**config.mk**
```make
export PLATFORM = sky130hd
export DESIGN_NAME = instr_assembler
export DESIGN_NICKNAME = d
export VERILOG_FILES = /design/src/rtl/instr_assembler_pkg.sv /design/src/rtl/instr_assembler_prefix_detect.sv /design/src/rtl/instr_assembler.sv
export SDC_FILE = /design/constraint.sdc
export NUM_CORES = 1
export LEC_CHECK = 0
export CAP_MARGIN = 10
export CELL_PAD_IN_SITES_DETAIL_PLACEMENT = 0
export CELL_PAD_IN_SITES_GLOBAL_PLACEMENT = 2
export CORE_MARGIN = 5
export CORE_UTILIZATION = 31
export CTS_CLUSTER_DIAMETER = 100
export DETAILED_ROUTE_END_ITERATION = 6
export PLACE_DENSITY = 0.86
export SLEW_MARGIN = 20
export SYNTH_ARGS = -nofsm -noshare
export SYNTH_HDL_FRONTEND = slang
export SYNTH_HIERARCHICAL = 1
export SYNTH_SLANG_ARGS = --single-unit
```
**constraint.sdc**
```tcl
create_clock -name i_clk -period 4.45 [get_ports i_clk]
set_input_delay 0.89 -clock i_clk [delete_from_list [all_inputs] [get_ports i_clk]]
set_output_delay 0.89 -clock i_clk [all_outputs]
set_load 0.02 [all_outputs]
```
**src/rtl/instr_assembler_pkg.sv**
```systemverilog
// Shared definitions for the prefixed-instruction assembler and the downstream
// identification logic that reuses prefix_detect.
package instr_assembler_pkg;

  localparam logic [5:0] PREFIX_OPCODE = 6'b100000;

  // Record pc is held at full width; narrower ADDR_W instances zero-extend into it.
  localparam int REC_PC_W = 64;

  typedef enum logic [1:0] {
    EMPTY,
    PREFIX,
    OUT
  } state_e;

  typedef struct packed {
    logic [63:0]         instr;
    logic [REC_PC_W-1:0] pc;
    logic                prefixed;
    logic                align_err;
    logic                seq_err;
  } record_t;

endpackage

```
**src/rtl/instr_assembler_prefix_detect.sv**
```systemverilog
// Combinational classifier: is this word a prefix, and does it sit in the last
// word slot of a 64-byte block (where its suffix could never follow).
module prefix_detect
  import instr_assembler_pkg::*;
(
  input  logic [31:0] word,
  input  logic [3:0]  pc_word_idx,
  output logic        is_prefix,
  output logic        block_last
);

  assign is_prefix  = (word[5:0] == PREFIX_OPCODE);
  assign block_last = (pc_word_idx == 4'hF);

endmodule

```
**src/rtl/instr_assembler.sv**
```systemverilog
// Joins a prefix word with its suffix into one 64-bit record; plain words pass
// through as single-word records. One record buffer, full-throughput handshake.
module instr_assembler
  import instr_assembler_pkg::*;
#(
  parameter int ADDR_W = 64,
  parameter int CNT_W  = 16
) (
  input  logic              i_clk,
  input  logic              i_rst,
  input  logic              i_flush,
  input  logic              i_word_valid,
  input  logic [31:0]       i_word,
  input  logic [ADDR_W-1:0] i_word_pc,
  output logic              o_word_ready,
  output logic              o_valid,
  input  logic              i_ready,
  output logic [63:0]       o_instr,
  output logic [ADDR_W-1:0] o_pc,
  output logic              o_prefixed,
  output logic              o_align_err,
  output logic              o_seq_err,
  output logic [CNT_W-1:0]  o_prefixed_cnt
);

  state_e            state_q, state_d;
  record_t           rec_q, rec_d;
  logic [31:0]       pfx_word_q;
  logic [ADDR_W-1:0] pfx_pc_q;
  logic [CNT_W-1:0]  cnt_q;
  logic              is_prefix, block_last;
  logic              word_acc, rec_acc;

  prefix_detect u_prefix_detect (
    .word        (i_word),
    .pc_word_idx (i_word_pc[5:2]),
    .is_prefix   (is_prefix),
    .block_last  (block_last)
  );

  // A held record must leave in the same cycle a new word arrives, so the
  // buffer never holds a record and a partial prefix at once.
  assign o_word_ready = i_rst && !i_flush && (state_q != OUT || i_ready);
  assign o_valid      = (state_q == OUT);
  assign word_acc     = i_word_valid && o_word_ready;
  assign rec_acc      = o_valid && i_ready;

  always_comb begin
    state_d = state_q;
    rec_d   = rec_q;
    if (i_flush) begin
      state_d = EMPTY;
    end else if (word_acc) begin
      if (state_q == PREFIX) begin
        state_d         = OUT;
        rec_d.instr     = {i_word, pfx_word_q};
        rec_d.pc        = REC_PC_W'(pfx_pc_q);
        rec_d.prefixed  = 1'b1;
        rec_d.align_err = 1'b0;
        rec_d.seq_err   = (i_word_pc != pfx_pc_q + ADDR_W'(4));
      end else if (is_prefix && !block_last) begin
        state_d = PREFIX;
      end else begin
        // A block-last prefix is emitted alone, flagged, without awaiting a suffix.
        state_d         = OUT;
        rec_d.instr     = {32'h0, i_word};
        rec_d.pc        = REC_PC_W'(i_word_pc);
        rec_d.prefixed  = is_prefix;
        rec_d.align_err = is_prefix;
        rec_d.seq_err   = 1'b0;
      end
    end else if (rec_acc) begin
      state_d = EMPTY;
    end
  end

  always_ff @(posedge i_clk) begin
    if (!i_rst) begin
      state_q    <= EMPTY;
      rec_q      <= '0;
      pfx_word_q <= '0;
      pfx_pc_q   <= '0;
      cnt_q      <= '0;
    end else begin
      state_q <= state_d;
      rec_q   <= rec_d;
      if (word_acc && state_q != PREFIX && is_prefix) begin
        pfx_word_q <= i_word;
        pfx_pc_q   <= i_word_pc;
      end
      if (rec_acc && rec_q.prefixed && cnt_q != '1) begin
        cnt_q <= cnt_q + CNT_W'(1);
      end
    end
  end

  assign o_instr        = rec_q.instr;
  assign o_pc           = rec_q.pc[ADDR_W-1:0];
  assign o_prefixed     = rec_q.prefixed;
  assign o_align_err    = rec_q.align_err;
  assign o_seq_err      = rec_q.seq_err;
  assign o_prefixed_cnt = cnt_q;

endmodule

```
==> impl_metrics.yaml <==
place:
  dp_hpwl_mm: 28.1
  placed_cells: 2225
  io_buffers: 249
  placed_cell_area_um2: 14800
  gp_congestion: 0.802
final_layout:
  fin_area_um2: 15700
  fin_cells: 2276
  fin_nets: 1848
  final_core_util_pct: 41.5
  drive_gt1_share_pct: 4.59
  diodes: 0
  area_delta_synth_final_pct: 31.8
clock_tree:
  h-tree-depth: 1
  cts_root_buffer: "clkbuf_16"
  clk_path_buf_depth: 3
  cts_resized: 0
  clk-insertion-delay-late_ns: 0.57
  cts_tree: "yes"
  hold_buffers: 0
  numCtsBuffers: 29
  postCtsSetupBuffers: 0
  numClockSinks: 245
  clkTransAtPathRegs_ns: 0.06
setup_path:
  critPathRequiredTime_ns: 3.56
  cp_max_fo: 6
  path_class: "input pin to output port"
  crit_path_end_kind: "output port"
  worstSetupStartpointType: "input pin"
  cp_data_arrival_time_ns: 2.61
floorplan:
  core_area_um2: 37800
  rows: 71
  start_util_pct: 31.5
  die_area_um2: 42400
  io_pins: 250
  fp.dieW_um: 206
  die_height_um: 206
timing:
  finalClockSkew_ns: 0.00897
  min_period_ns: 3.50
  slew_viol_final: 0
  setup_viol: 0
  finalCritPeriodShare_pct: 78.6
  max_slew.worst_pin.slew_ns: 0.764
  max_freq_mhz: 286
  tns_ns: 0
  hold_violations: 0
  slew_headroom_pct: 49.0
  rsz0062_at_grt: "false"
global_route:
  track_usage_pct: 18.4
  grt_max_degree: 91
  antenna_found_initial: 3
  grt_pass1_wl_mm: 63.6
  grt_pass1_vias: 11134
  grt-ovfl-total: 0
drt:
  drt_iter0_markers: 694
  wirelength_mm: 40.4
  ant_nets: 0
  drcViolationCount: 0
  wl_per_cell_um: 17.8
  viasPerCell: 5.08
  first_pass_iters: 5
  vias: 11573
synth:
  syn_avg_cell_area_um2: 7.53
  ys.flop_type: "dfxtp_1"
  yosys_warnings: 6
  yosysSeqAreaShare_pct: 41.2
  synth_nets: 1683
  ys_ff_latch: 245
  synth_area_um2: 11900
  synth_edf_count: 0
  synthArstFlopShare_pct: 0
  synth.distinct_cells: 61
  syn_inst: 1580
power_and_ir_drop:
  ir_drop_v: 0.000267
  total_power_mw: 5.13
  p_leak_nw: 5.03
  power_density_nw_per_um2: 327
outcome:
  status: "complete, no violations"
worst_hold_path:
  worst_hold_path_type: "register to register"
flow_run:
  drv_cap: 0
-- path summary, 6_finish.rpt --
check	slack, ns	end	start	cells after the start
worst min-delay path	0.45	o_instr[59]	o_instr[59]	2
worst max-delay path	0.95	o_word_ready	i_rst	4
worst min register to register	0.45	o_instr[59]	o_instr[59]	2
worst max register to register	1.09	o_seq_err	pfx_pc_q[2]	9
-- synthesized netlist by cell type (6+ instances only) --
library cell    n  area (um2)
a21oi_1       140         701
a311oi_1       93         815
and3_1          9        56.3
and4_1         14         123
buf_1          13        48.8
buf_2          12        60.1
clkbuf_1      106         398
dfxtp_1       245        4900
inv_1           9        33.8
mux2i_1         8        80.1
nand2_1       449        1690
nand2b_1        6        37.5
nand3_1        62         310
nand4_1        33         206
nor2_1        134         503
nor3_1         25         125
nor4_1         14        87.6
o211ai_1        7        52.6
o21ai_0        14        70.1
or3_1          10        62.6
or4_1           8        60.1
xnor2_1        70         613
xor2_1         33         289
-- worst max-delay path: stages --
cell and delay (ns):
clkdlybuf4s50_1 0.71, nand2b_1 0.20, nor2_1 0.14, clkdlybuf4s50_1 0.67
-- per-stage QoR --
stage | hold slack (ns) | worst slack, ns
floorplan | 0.437 | 1.59
global placement | 0.438 | 0.614
detailed placement | 0.444 | 0.488
CTS | 0.455 | 0.935
global route | 0.467 | 0.737
finish | 0.452 | 0.952
-- area by class of cell --
type / instances / area (um2)
Fill cell: 3906 / 22100
Timing Repair Buffer: 270 / 2710
Clock buffer: 44 / 832
Multi-Input combinational cell: 1189 / 6460
Inverter: 10 / 42.5
Clock inverter: 7 / 77.6
Sequential cell: 245 / 4900
Tap cell: 511 / 639
-- where the power goes --
part	internal (mW)	switching, mW
clock network	1.34	0.969
logic	0.244	0.303
registers	2.24	0.0264
total	3.83	1.30
-- sequential cells by signal (all words and copies together) (netlist names) --
name	flops
o_prefixed_cnt	16
pfx_pc_q	64
o_pc	64
o_instr	64
o_seq_err	1
o_align_err	1
pfx_word_q	32
o_prefixed	1
state_q	2
-- cell usage in the layout (no fill, tap or decap), drive strengths merged, types with 4 or more instances in the layout --
cell type        n
xor2            33
or4              9
or3             10
and4            14
nor3            27
clkbuf          44
and3             9
nand4           34
a21oi          140
nand2b           6
dfxtp          245
and2             4
clkinv           4
a311oi          93
nor2           134
buf             21
nor4            16
inv             11
clkdlybuf4s50  249
xnor2           70
nand2          449
nand3           62
o21ai           15
mux2i            8
o211ai           7
nand3b           4
-- per-layer routing --
layer	wire length, um	vias to the layer above	global-route usage (%)
met1	18200	5470	25.0
li1	-	5782	-
met3	2960	67	5.82
met4	1040	6	4.25
met2	18200	248	28.8
met5	23	-	0
-- kinds of logic after synthesis --
kind of cell / synth area share (%)
flip-flops: 41.2
adder cells (fa/ha/maj): 0.295
XOR/XNOR: 7.59
AND/OR/NAND/NOR: 29.8
buffers and inverters: 4.91
multiplexers: 0.768
AO/OA/AOI/OAI: 15.4
Power figures use the tool's default switching activity.
